$ cat src/rtl/game_pkg.sv
// Shared game constants: LFSR geometry, default seed, lane count and lane index type.
package game_pkg;

  localparam int LFSR_W = 16;
  localparam int TAP_A = 15;
  localparam int TAP_B = 13;
  localparam int TAP_C = 12;
  localparam int TAP_D = 10;

  localparam logic [LFSR_W-1:0] DEFAULT_SEED = 16'hACE1;
  localparam int DEFAULT_NUM_LANES = 3;

  typedef logic [1:0] lane_t;

  // Feedback bit for x^16+x^14+x^13+x^11+1 in Fibonacci form.
  function automatic logic lfsr_feedback(input logic [LFSR_W-1:0] v);
    return v[TAP_A] ^ v[TAP_B] ^ v[TAP_C] ^ v[TAP_D];
  endfunction

endpackage

$ cat src/rtl/lfsr16_step.sv
// Combinational next-state for the 16-bit lane LFSR: shift, optional entropy
// injection, and recovery from the all-zero lock-up state.
module lfsr16_step
  import game_pkg::*;
#(
  parameter logic [LFSR_W-1:0] SEED = DEFAULT_SEED
) (
  input  logic [LFSR_W-1:0] cur,
  input  logic              inject,
  input  logic [LFSR_W-1:0] inject_val,
  output logic [LFSR_W-1:0] nxt
);

  logic [LFSR_W-1:0] shifted;
  logic [LFSR_W-1:0] candidate;

  // Shift, fold in entropy on a capture, and never let the register reach zero.
  always_comb begin
    shifted   = {cur[LFSR_W-2:0], lfsr_feedback(cur)};
    candidate = shifted;
    nxt       = SEED;
    if (inject) begin
      candidate = shifted ^ inject_val;
    end else begin
      candidate = shifted;
    end
    if (candidate == 16'h0000) begin
      nxt = SEED;
    end else begin
      nxt = candidate;
    end
  end

endmodule

$ cat src/rtl/random_enemy_lane_rng.sv
// Lane selector for new enemies: free-running LFSR mixed with ammo/time on
// each rising edge of trigger, reduced modulo the lane count into a register.
module random_enemy_lane_rng
  import game_pkg::*;
#(
  parameter logic [LFSR_W-1:0] SEED      = DEFAULT_SEED,
  parameter int                NUM_LANES = DEFAULT_NUM_LANES
) (
  input  logic       clk,
  input  logic       reset,
  input  logic       trigger,
  input  logic [7:0] ammo,
  input  logic [7:0] tm,
  output logic [1:0] rng
);

  logic [LFSR_W-1:0] lfsr;
  logic [LFSR_W-1:0] lfsr_next;
  logic              trig_q;
  logic              capture;
  logic [7:0]        mix;

  // 8-bit unsigned modulo, narrowed to the lane index width.
  function automatic lane_t lane_of(input logic [7:0] m);
    logic [7:0] r;
    r = m % 8'(NUM_LANES);
    return lane_t'(r);
  endfunction

  assign capture = trigger & ~trig_q;
  assign mix     = lfsr[7:0] ^ ammo ^ {tm[3:0], tm[7:4]};

  lfsr16_step #(
    .SEED(SEED)
  ) u_step (
    .cur       (lfsr),
    .inject    (capture),
    .inject_val({tm, ammo}),
    .nxt       (lfsr_next)
  );

  // State update; reset wins over a coincident trigger rise.
  always_ff @(posedge clk) begin
    if (reset) begin
      lfsr   <= SEED;
      trig_q <= 1'b0;
      rng    <= 2'd0;
    end else begin
      trig_q <= trigger;
      lfsr   <= lfsr_next;
      if (capture) begin
        rng <= lane_of(mix);
      end
    end
  end

endmodule

$ cat config.mk
export PLATFORM = sky130hd
export DESIGN_NAME = random_enemy_lane_rng
export DESIGN_NICKNAME = d
export VERILOG_FILES = /design/src/rtl/game_pkg.sv /design/src/rtl/lfsr16_step.sv /design/src/rtl/random_enemy_lane_rng.sv
export SDC_FILE = /design/constraint.sdc
export NUM_CORES = 1
export LEC_CHECK = 0
export CAP_MARGIN = 0
export CORE_MARGIN = 10
export CORE_UTILIZATION = 50
export CTS_BUF_LIST = sky130_fd_sc_hd__clkbuf_16
export CTS_CLUSTER_DIAMETER = 80
export CTS_CLUSTER_SIZE = 8
export DETAILED_ROUTE_END_ITERATION = 16
export PLACE_DENSITY = 0.72
export SLEW_MARGIN = 30
export SYNTH_ARGS = -nofsm -noshare
export SYNTH_HDL_FRONTEND = slang
export SYNTH_SLANG_ARGS = --single-unit
$ cat constraint.sdc
create_clock -name clk -period 6.75 [get_ports clk]
set_input_delay 1.35 -clock clk [delete_from_list [all_inputs] [get_ports clk]]
set_output_delay 1.35 -clock clk [all_outputs]
set_load 0.02 [all_outputs]
==> flow_results.org, run 1 <==
** Placement
- Count of input and output buffers :: 20
- Dpl hpwl :: 3150 µm
- Routability-driven placement finished with a final weighted congestion of 0.874.

** Timing
- Headroom to the max-slew limit :: 56.8%
- Total negative slack for setup checks :: 0 ns
- Least-Margin Pin Slew :: 0.649 ns
- Share of the clock period used by the worst path after layout :: 67.2%
- Final setup viols :: 0
- Minimum clock period :: 4.53 ns
- RSZ-0062 raised after global routing :: false
- Final number of hold-violating endpoints :: 0
- Timing would allow up to 0.221 GHz.
- Between clock sinks in the finished design, the worst skew comes to 0.00365 ns.
- The total count of max-transition violations in the final report is 0.

** Floorplan
- Ports placed on the boundary :: 21
- The initial utilization of the core area, before any placement, comes to 53.3%.
- Die height :: 80.4 µm
- Standard cell core area :: 3420 µm²
- Die Span X :: 80.4 µm
- Area of the die :: 6460 µm²
- In this run the core area contains 21 standard-cell rows.

** Yosys
- YS warnings :: 0
- Synthesis inferred 19 register bits.
- The number of nets in the synthesized netlist is 234.
- Counting flops with a built-in enable in the synthesized netlist gives 0.
- Synthesis produced 213 cells.
- Synthesized area per cell :: 8.55 µm²
- In the synthesized netlist the dominant register cell turns out to be dfxtp_1.
- Summing every instance area after synthesis gives 1820 µm².
- Counting distinct cell types in the post-synthesis netlist gives 43.
- Fraction of the yosys area taken by sequential cells :: 20.9%
- Share of flip-flops with an asynchronous set or reset after synthesis :: 0%

** Worst setup path
- Broken down by cell family, the worst path's largest delay share belongs to compound AO/OA/AOI/OAI gates.
- Type of the worst setup path :: in -> reg
- Slowest cell on the critical path :: clkdlybuf4s50_1
- Of all nets on the critical path, the largest fanout is 7.
- STA classifies the critical path endpoint as a flip-flop.
- STA classifies the critical path startpoint as a primary input.
- Counting both buffers and inverters, the worst setup path holds a total of 1.
- Worst path cell trace :: clkdlybuf4s50_1 > xnor3_2 > nand4_1 > a21oi_1 > o22ai_1 > nand3_2 > ha_1 > nor2_1 > mux2_2 > ha_1 > a311oi_1 > a31oi_1 > nand4b_1 > a21oi_1
- For this run, the slowest stage of the critical path takes 0.59 ns.
- Worst Path Required :: 6.88 ns
- Arrival time of data at the critical path endpoint :: 4.66 ns

** Global routing
- Initial antenna violation count :: 0
- In the global route stage, overall resource usage came out at 12.6%.
- The total overflow left after global routing is 0.
- Vias in the first global route :: 1,358
- The first global-routing pass estimated 6600 µm of wire.
- Maximum number of pins on one net before global-route repair :: 21

** Cells and area
- Most common cell after layout, fill and taps aside :: nand2_1
- Final-layout fill cell count :: 300
- The area growth from synthesis to layout is 15.5%.
- Register area :: 380 µm²
- Count of antenna diodes in the layout :: 0
- The top cell types in the final layout, fill and taps aside, are 38 x nand2_1, 21 x xnor2_1, 20 x clkdlybuf4s50_1.
- Fraction of layout instances using a drive strength above 1 :: 9.69%
- Area used by multi-input combinational logic :: 1360 µm²
- Nets@finish :: 249

** Clocking
- Buffer type at the clock tree root :: clkbuf_16
- Bufs on Longest Clock Path :: 2
- CTS HTree Levels :: 1
- Clock-pin slew was measured on the worst setup and hold paths at 0.05 ns.
- CTS tree :: yes
- Once the clock tree was built, the resizer swapped 0 gates to a different size.
- Buffers inserted by post-CTS timing repair :: 0
- Worst-Skew Late Latency :: 0.25 ns
- Clock tree synthesis found a total of 19 sinks.
- Post-cts hold buffer count :: 0
- Buffers inserted during clock tree synthesis total 3.

** Pwr
- Standby leakage power :: 0.845 nW
- Pwr dens :: 268 nW/µm²
- Worst VDD drop :: 0.152 mV
- The completed layout was analyzed and its total power is 0.564 mW.

** Route
- Dividing the detail-routed wire length by the instance count gives 15.1 µm.
- Detailed-router iteration count before antenna repair :: 4
- In this run the remaining antenna-violating nets after routing total 0.
- Count of vias placed by the detailed router :: 1,569
- In the routed design, unresolved DRC markers number 0.
- Via-to-Cell Ratio :: 5.75
- Total Routed Length :: 4130 µm
- In this run, the number of DRC markers left after iteration 0 of detailed routing was 109.

** Outcome
- Result of the run :: complete, no violations

** Job
- Max-cap violations in this run came to 0.

** Worst hold path
- Class of the tightest hold or removal check :: reg -> reg
==> metal layers <==
layer  wire length [µm]  track usage (%)  share of wire (%)  vias to the layer above
met5                  0                0                  0                        -
met4                 46             4.05                1.1                        0
met3                128             1.56                3.1                        4
met2               1970             19.9                 48                       49
met1               1980             17.1                 48                      739
li1                   -                -                  -                      777
==> cell type report <==
| type | instances | share of cell area (%) |
|---|---|---|
| sequential | 19 | 18.1 |
| timing repair buffer | 21 | 9.87 |
| clock inverter | 1 | 0.238 |
| multi-input combinational | 178 | 64.6 |
| tap | 46 | 2.73 |
| clock buffer | 3 | 3.57 |
| inverter | 5 | 0.892 |
==> where the power goes <==
group	total (mW)	switching [mW]	internal [mW]
Sequential	0.154	0.0243	0.130
Combinational	0.287	0.143	0.144
Clock	0.122	0.0428	0.0794
Total	0.564	0.210	0.354
==> metrics by stage <==
stage / cells / cell area [µm²] / worst slack, ns / hold slack (ns) / util [%]
floorplan: 213 / 1820 / 2.89 / 0.473 / -
global placement: 269 / 2020 / 2.06 / 0.448 / 59.0
detailed placement: 269 / 2020 / 2.00 / 0.453 / 59.3
CTS: 273 / 2100 / 2.26 / 0.464 / 61.6
global route: 273 / 2100 / 2.03 / 0.483 / 61.6
finish: 273 / 2100 / 2.22 / 0.463 / 61.6
==> registers in the layout (all words and copies together), names as in the netlist <==
register  cells
rng           2
trig_q        1
lfsr         16
==> cell usage after synthesis, types with 2 or more instances <==
| library cell | n | share of area [%] |
|---|---|---|
| a21oi_1 | 8 | 2.2 |
| xor3_2 | 3 | 4.1 |
| nand4_1 | 5 | 1.7 |
| dfxtp_1 | 19 | 21 |
| buf_2 | 2 | 0.55 |
| nand2_1 | 38 | 7.8 |
| xor2_1 | 10 | 4.8 |
| nand3_2 | 2 | 1.1 |
| nor3_1 | 5 | 1.4 |
| buf_6 | 3 | 1.9 |
| xnor3_1 | 2 | 2.5 |
| o21ai_0 | 4 | 1.1 |
| xor3_1 | 3 | 3.9 |
| xnor3_2 | 4 | 5.2 |
| and2_1 | 6 | 2.1 |
| nand3_1 | 4 | 1.1 |
| nor2_1 | 19 | 3.9 |
| o32ai_1 | 5 | 2.4 |
| xnor2_1 | 21 | 10 |
| clkbuf_1 | 5 | 1.0 |
| o22ai_1 | 4 | 1.4 |
| nor2b_1 | 2 | 0.69 |
| a31oi_1 | 8 | 2.7 |
| xnor2_2 | 2 | 1.8 |
| nor4bb_1 | 3 | 1.6 |
| o21ai_1 | 3 | 0.82 |
| and4bb_2 | 2 | 1.4 |
| inv_1 | 5 | 1.0 |
| ha_1 | 2 | 1.4 |
==> path summary, 6_finish.rpt <==
kind,start,endpoint,slack [ns],cells after the start
setup / recovery,ammo[2],rng[0]$_SDFFE_PP0P_,2.22,14
hold reg to reg,rng[0]$_SDFFE_PP0P_,rng[0]$_SDFFE_PP0P_,0.46,2
setup reg to reg,lfsr[2]$_SDFF_PP0_,rng[0]$_SDFFE_PP0P_,3.48,13
hold / removal,rng[0]$_SDFFE_PP0P_,rng[0]$_SDFFE_PP0P_,0.46,2
==> kinds of logic (layout without fill, tap and decap cells) <==
family	Yosys count	in the layout	synth area share, %
and+or+nand+nor	90	90	24.6
xor gates and xnor gates	45	45	32.4
AOI/OAI and AO/OA	38	38	13.5
DFF	19	19	20.9
buffers and inverters	16	30	4.88
muxes	3	3	2.40
adders and majority gates	2	2	1.37
==> worst reg2reg max path: cells and delay by family (launching register included) <==
| kind | cells | cell delay, ns |
|---|---|---|
| flip-flops | 1 | 0.49 |
| adder cells (fa/ha/maj) | 2 | 0.48 |
| multiplexers | 1 | 0.35 |
| XOR/XNOR | 1 | 0.50 |
| AO/OA/AOI/OAI | 5 | 0.71 |
| AND/OR/NAND/NOR | 4 | 0.60 |
Note: power is estimated with default switching activity, not from simulation.
==> run 2, diff against run 1 <==
- clock period: 6.75 -> 4.45 ns (I/O delays scaled with it)
==> flow_results.org, run 2 (synthesis gave the netlist of run 1 again) <==
** Clocking
- Post-cts repair resize count :: 0 (unchanged)
- Number of buffers created by CTS :: 3 (unchanged)
- Clock sink count :: 19 (unchanged)
- The root buffer cell chosen for the clock tree is clkbuf_16.
- Bufs on Longest Clock Path :: 2 (unchanged)
- TritonCTS built the clock tree.
- CTS HTree Levels :: 1 (unchanged)
- The total of hold buffers inserted after clock tree synthesis is 0 (unchanged).
- The clock transition time at the flip-flop clock pins of the worst setup and hold paths is 0.05 ns (about the same).
- Worst-Skew Late Latency :: 0.25 ns (about the same)
- Buffers inserted by post-CTS timing repair :: 0 (unchanged)

** Worst hold path
- The number of cells traversed by the worst hold path came to 2 (unchanged).
- The startpoint identified for the worst hold timing path is rng[0]$_SDFFE_PP0P_.
- For hold timing, the worst endpoint is rng[0]$_SDFFE_PP0P_.
- The path class of the tightest hold or removal check is reg -> reg.

** Worst setup path
- Worst setup startpoint :: ammo[2]
- Critical path startpoint category :: primary input
- The endpoint required time on the critical path came to 4.57 ns (-2.31 ns).
- Kind of end point of the critical path :: flip-flop
- The endpoint arrival time on the critical path was 4.04 ns (-0.62 ns).
- Reg-to-Reg Start :: lfsr[2]$_SDFF_PP0_
- The setup slack of the most critical reg-to-reg path is 1.34 ns (-2.14 ns).
- Capture point of the worst reg-to-reg path :: rng[0]$_SDFFE_PP0P_
- The critical path is of the in -> reg type.
- The worst reg-to-reg path cell count was 13 (unchanged).
- The biggest fanout along the worst timing path is 6 (-1).

** Cells and area
- Top reg by flops :: lfsr
- In the final layout, the registers with the most flip-flops are lfsr: 16 flops, rng: 2 flops, trig_q: 1 flops.
- Signed area change from the synthesized netlist to the final layout :: 15.9%
- The count of fill cells added during filler insertion is 307 (+2.3%).
- The antenna diode instance count came to 0 (unchanged).
- Most common cell after layout, fill and taps aside :: nand2_1
- Flip-flop count of the largest register, all copies and words added :: 16 (unchanged)
- Fraction of layout instances using a drive strength above 1 :: 10.1% (+0.40 points)
- The library cells used most frequently in the layout, excluding fill and tap cells, are 38 x nand2_1, 21 x xnor2_1, 20 x clkdlybuf4s50_1.
- Nets@finish :: 250 (+0.40%)

** Route
- The average via count per standard cell came to 5.56 (-3.3%).
- The detailed router's first-iteration violation count was 130 (+19%).
- Total Routed Length :: 3960 µm (-4.1%)
- DR DRC count :: 0 (unchanged)
- Detailed-router iteration count before antenna repair :: 4 (unchanged)
- Final antenna-violating net count :: 0 (unchanged)
- Count of vias placed by the detailed router :: 1,523 (-2.9%)
- The average routed wire per standard cell came to 14.4 µm (-4.4%).

** Floorplan
- Initial core utilization :: 53.3% (unchanged)
- Ports placed on the boundary :: 21 (unchanged)
- The vertical extent of the die came to 80.4 µm (unchanged).
- Area of the die :: 6460 µm² (unchanged)
- Die Span X :: 80.4 µm (unchanged)
- Number of placement rows :: 21 (unchanged)
- The core outline area was 3420 µm² (unchanged).

** Timing
- The post-layout worst setup margin is 0.530 ns (-1.69 ns).
- Headroom to the max-slew limit :: 57.6% (+0.85 points)
- The post-route worst hold slack is 0.463 ns (-0.000870 ns).
- The final number of hold-violating endpoints is 0 (unchanged).
- Total negative slack for setup checks :: 0 ns (unchanged)
- Least-Margin Pin Slew :: 0.636 ns (-0.0127 ns)
- Fmax :: 0.255 GHz
- Final setup viols :: 0 (unchanged)
- Setup repair after global routing left no endpoint under its margin.
- Clock skew :: 0.00396 ns (+0.000312 ns)
- Of the available clock period, the critical path in the final layout requires 88.1%.
- The total count of max-transition violations in the final report came to 0 (unchanged).
- For the finished layout, the period the worst path requires is 3.92 ns.

** Pwr
- Worst VDD drop :: 0.270 mV (+77%)
- The leakage dissipation is 0.850 nW (+0.58%).
- The power per cell area came to 406 nW/µm² (+51%).

** Global routing
- Initial antenna violation count :: 0 (unchanged)
- Global-route wire length before repair :: 6860 µm (+4.0%)
- The via count of the first global-routing pass came to 1,484 (+9.3%).
- Maximum number of pins on one net before global-route repair :: 21 (unchanged)
- Total global routing overflow :: 0 (unchanged)
- The global-route usage over all layers is 13.0% (+0.45 points).

** Outcome
- The flow ran to the end, and the final reports show no timing, DRC or antenna violations.

** Placement
- Count of input and output buffers :: 20 (unchanged)
- The final weighted congestion in routability-driven placement is 0.915 (+4.7%).
- The post-placement worst setup slack is 0.285 ns (-1.72 ns).
- The estimated wirelength of the detail-placed design came to 3100 µm (-1.6%).

** Job
- The number of max-capacitance violations reported came to 0 (unchanged).
==> run 2: cell count changes in the layout (fill, tap and decap cells not counted), sizes merged <==
| cell | change |
|---|---|
| buf | +1 |
==> run 2: where the power goes <==
group / switching [mW] / internal, mW / total (mW)
Sequential: 0.0374 / 0.197 / 0.235
Combinational: 0.213 / 0.225 / 0.438
Clock: 0.0635 / 0.120 / 0.184
Total: 0.314 / 0.542 / 0.857
==> run 2: worst max-delay path: stages <==
cell	delay (ns)
clkdlybuf4s50_1	0.59
xnor3_2	0.57
nand4_1	0.16
a21oi_1	0.08
o22ai_1	0.20
nand3_2	0.09
ha_1	0.20
nor2_1	0.11
mux2_2	0.35
ha_1	0.22
a311oi_1	0.27
a31oi_1	0.12
nand4b_1	0.13
a21oi_1	0.06
==> run 2: metal layers <==
layer  wire length (µm)  global-route usage [%]  share of wire [%]  up-vias
li1                   -                       -                  -      786
met4                 36                    4.58               0.91        0
met1               1880                    16.9                 48      705
met2               1880                    21.3                 47       30
met5                  0                       0                  0        -
met3                159                    1.78                4.0        2
==> run 2: per-stage QoR <==
step	std cells	total power [mW]	instance area, µm²	util [%]
4_1_cts	274	0.861	2110	61.8
2_1_floorplan	213	0.578	1820	-
6_report	274	0.857	2110	61.8
3_5_place_dp	270	0.674	2030	59.5
3_3_place_gp	270	0.668	2020	59.3
5_1_grt	274	0.920	2110	61.8
==> run 2: how the worst max path moves through the flow <==
stage	endpoint	slack [ns]	depth (start not counted)
floorplan	rng[0]$_SDFFE_PP0P_	1.05	13
CTS	rng[0]$_SDFFE_PP0P_	0.55	14
global route	rng[0]$_SDFFE_PP0P_	0.24	14
detailed placement	rng[0]$_SDFFE_PP0P_	0.29	14
global placement	rng[0]$_SDFFE_PP0P_	0.35	14
finish	rng[0]$_SDFFE_PP0P_	0.53	14
==> run 2: final cells by class <==
cell class,instances,area (µm²),share of cell area [%]
flip-flops and latches,19,380,18.0
inverters,5,18.8,0.889
clock buffers,3,75.1,3.55
well taps,46,57.6,2.73
multi-input cells,178,1360,64.4
clock inverters,1,5.00,0.237
repair buffers,22,215,10.2
==> run 3, diff against run 2 <==
- MAX_ROUTING_LAYER: default -> met4
==> flow_results.org, run 3 (synthesis gave the netlist of run 1 again) <==
** Route
- Detailed-router iteration count before antenna repair :: 4 (unchanged)
- Final antenna-violating net count :: 0 (unchanged)
- The highest layer touched by signal routing is met4.
- The average via count per standard cell came to 5.56 (unchanged).
- Wire length on met3 :: 150 µm (-5.7%)
- Count of vias placed by the detailed router :: 1,523 (unchanged)
- The average routed wire per standard cell was 14.4 µm (unchanged).
- The detailed-route wire length on metal 1 is 1890 µm (+0.48%).
- The residual DRC count was 0 (unchanged).
- Total Routed Length :: 3960 µm (unchanged)
- The detailed router's first-iteration violation count came to 130 (unchanged).
- The amount of wire on met2 after detailed routing was 1870 µm (-0.27%).

** Worst hold path
- Worst Hold Launch :: rng[0]$_SDFFE_PP0P_
- The worst hold path belongs to the class reg -> reg.
- Cell depth of the worst min-delay path :: 2 (unchanged)
- Worst min-delay path endpoint :: rng[0]$_SDFFE_PP0P_

** Timing
- Final number of hold-violating endpoints :: 0 (unchanged)
- Fmax :: 0.255 GHz (about the same)
- The time the worst path needs with I/O delays and setup is 3.92 ns (+0.0000520 ns).
- The portion of the clock cycle consumed by the worst path in the final layout came to 88.1% (about the same).
- Setup repair after global routing left no endpoint under its margin.
- Worst path setup slack after routing :: 0.530 ns (-0.0000520 ns)
- The total count of max-transition violations in the final report is 0 (unchanged).
- Clock skew :: 0.00395 ns (-0.0000156 ns)
- Least-Margin Pin Slew :: 0.636 ns (unchanged)
- Final setup viols :: 0 (unchanged)
- Headroom to the max-slew limit :: 57.6% (unchanged)
- The total negative slack is 0 ns (unchanged).

** Worst setup path
- On the critical path the largest part of the delay comes from compound AO/OA/AOI/OAI gates.
- The worst setup path is launched from a primary input.
- The worst setup path is captured at a flip-flop.
- The worst path buffer plus inverter count is 1 (unchanged).
- Reg-to-Reg Start :: lfsr[2]$_SDFF_PP0_
- Crit path max fanout :: 6 (unchanged)
- The worst register-to-register path ends at rng[0]$_SDFFE_PP0P_.
- Stage delay of the slowest cell on the critical path :: 0.59 ns (about the same)
- The endpoint required time on the critical path came to 4.57 ns (about the same).
- The setup slack of the most critical reg-to-reg path is 1.34 ns (about the same).
- Type of the worst setup path :: in -> reg
- Slowest cell on the critical path :: clkdlybuf4s50_1
- Worst path cell trace :: clkdlybuf4s50_1 > xnor3_2 > nand4_1 > a21oi_1 > o22ai_1 > nand3_2 > ha_1 > nor2_1 > mux2_2 > ha_1 > a311oi_1 > a31oi_1 > nand4b_1 > a21oi_1
- The worst reg-to-reg path cell count came to 13 (unchanged).
- Arrival time of data at the critical path endpoint :: 4.04 ns (about the same)

** Clocking
- The total of hold buffers inserted after clock tree synthesis came to 0 (unchanged).
- The H-tree level count is 1 (unchanged).
- The total CTS buffers is 3 (unchanged).
- Clock tree synthesis selected as its root buffer the cell clkbuf_16.
- Post-cts repair resize count :: 0 (unchanged)
- The number of setup buffers added after CTS came to 0 (unchanged).
- TritonCTS built the clock tree.
- The clock transition time at the flip-flop clock pins of the worst setup and hold paths came to 0.05 ns (about the same).
- The number of clock sinks was 19 (unchanged).
- Bufs on Longest Clock Path :: 2 (unchanged)
- The clock network latency to the later pin of the worst-skew pair was 0.25 ns (about the same).

** Global routing
- The via count of the first global-routing pass was 1,483 (-0.067%).
- The number of antenna violations at the first check in global routing was 0 (unchanged).
- The global-route usage over all layers came to 13.4% (+0.37 points).
- The total congestion overflow after global routing is 0 (unchanged).
- Global-route wire length before repair :: 6870 µm (+0.10%)
- The pin count of the biggest net entering global routing came to 21 (unchanged).

** Cells and area
- The count of fill cells added during filler insertion was 307 (unchanged).
- The final layout net count came to 250 (unchanged).
- Count of antenna diodes in the layout :: 0 (unchanged)
- The library cells used most frequently in the layout, excluding fill and tap cells, are 38 x nand2_1, 21 x xnor2_1, 20 x clkdlybuf4s50_1.
- Signed area change from the synthesized netlist to the final layout :: 15.9% (unchanged)
- Fraction of layout instances using a drive strength above 1 :: 10.1% (unchanged)
- Flip-flop count of the largest register, all copies and words added :: 16 (unchanged)
- Layout Utilization :: 61.8% (unchanged)
- The library cell used most frequently in the layout, excluding fill and tap cells, is nand2_1.
- Top reg by flops :: lfsr
- Biggest registers after layout :: lfsr: 16 flops, rng: 2 flops, trig_q: 1 flops

** Placement
- Dpl hpwl :: 3100 µm (unchanged)
- Count of input and output buffers :: 20 (unchanged)
- Global placer's final weighted congestion :: 0.931 (+1.7%)
- The post-placement worst setup slack came to 0.285 ns (unchanged).

** Floorplan
- The starting density of the core was 53.3% (unchanged).
- The number of top-level pins is 21 (unchanged).
- Die Span X :: 80.4 µm (unchanged)
- Die height :: 80.4 µm (unchanged)
- Number of placement rows :: 21 (unchanged)
- Area of the die :: 6460 µm² (unchanged)
- Standard cell core area :: 3420 µm² (unchanged)

** Pwr
- Worst VDD drop :: 0.270 mV (about the same)
- The power per cell area came to 406 nW/µm² (about the same).
- Total Power :: 0.857 mW (about the same)
- Standby leakage power :: 0.850 nW (unchanged)

** Outcome
- The flow ran to the end, and the final reports show no timing, DRC or antenna violations.

** Job
- The number of max-capacitance violations reported was 0 (unchanged).
-- run 3: area by class of cell --
cell class	instances	area (µm²)	share of cell area [%]
flip-flops and latches	19	380	18.0
well taps	46	57.6	2.73
inverters	5	18.8	0.889
clock buffers	3	75.1	3.55
repair buffers	22	215	10.2
multi-input cells	178	1360	64.4
clock inverters	1	5.00	0.237
-- run 3: worst min-delay path: cells and delay by family (launching register included) --
family | cells | cell delay, ns
flip-flops | 1 | 0.31
AND/OR/NAND/NOR | 1 | 0.05
AO/OA/AOI/OAI | 1 | 0.05
-- run 3: through the flow --
| stage | std cells | hold WS, ns | instance area [µm²] |
|---|---|---|---|
| 6_report | 274 | 0.463 | 2110 |
| 3_3_place_gp | 270 | 0.445 | 2020 |
| 3_5_place_dp | 270 | 0.456 | 2030 |
| 5_1_grt | 274 | 0.488 | 2110 |
| 4_1_cts | 274 | 0.464 | 2110 |
| 2_1_floorplan | 213 | 0.473 | 1820 |
-- run 3: worst max-delay path by stage --
| stage | start | endpoint | slack [ns] | cells past startpoint |
|---|---|---|---|---|
| CTS | ammo[2] | rng[0]$_SDFFE_PP0P_ | 0.55 | 14 |
| global placement | ammo[2] | rng[0]$_SDFFE_PP0P_ | 0.35 | 14 |
| detailed placement | ammo[2] | rng[0]$_SDFFE_PP0P_ | 0.29 | 14 |
| floorplan | ammo[2] | rng[0]$_SDFFE_PP0P_ | 1.05 | 13 |
| finish | ammo[2] | rng[0]$_SDFFE_PP0P_ | 0.53 | 14 |
| global route | ammo[2] | rng[0]$_SDFFE_PP0P_ | 0.24 | 14 |
-- run 3: power by group --
part           switching, mW  internal [mW]  total [mW]
clock                 0.0635          0.120       0.184
combinational          0.213          0.225       0.438
sequential            0.0374          0.197       0.235
total                  0.314          0.542       0.857
-- run 3: per-layer routing --
layer,track usage (%),up-vias
met5,-,-
met4,4.58,0
met3,1.67,2
met2,21.3,30
met1,17.0,705
li1,-,786
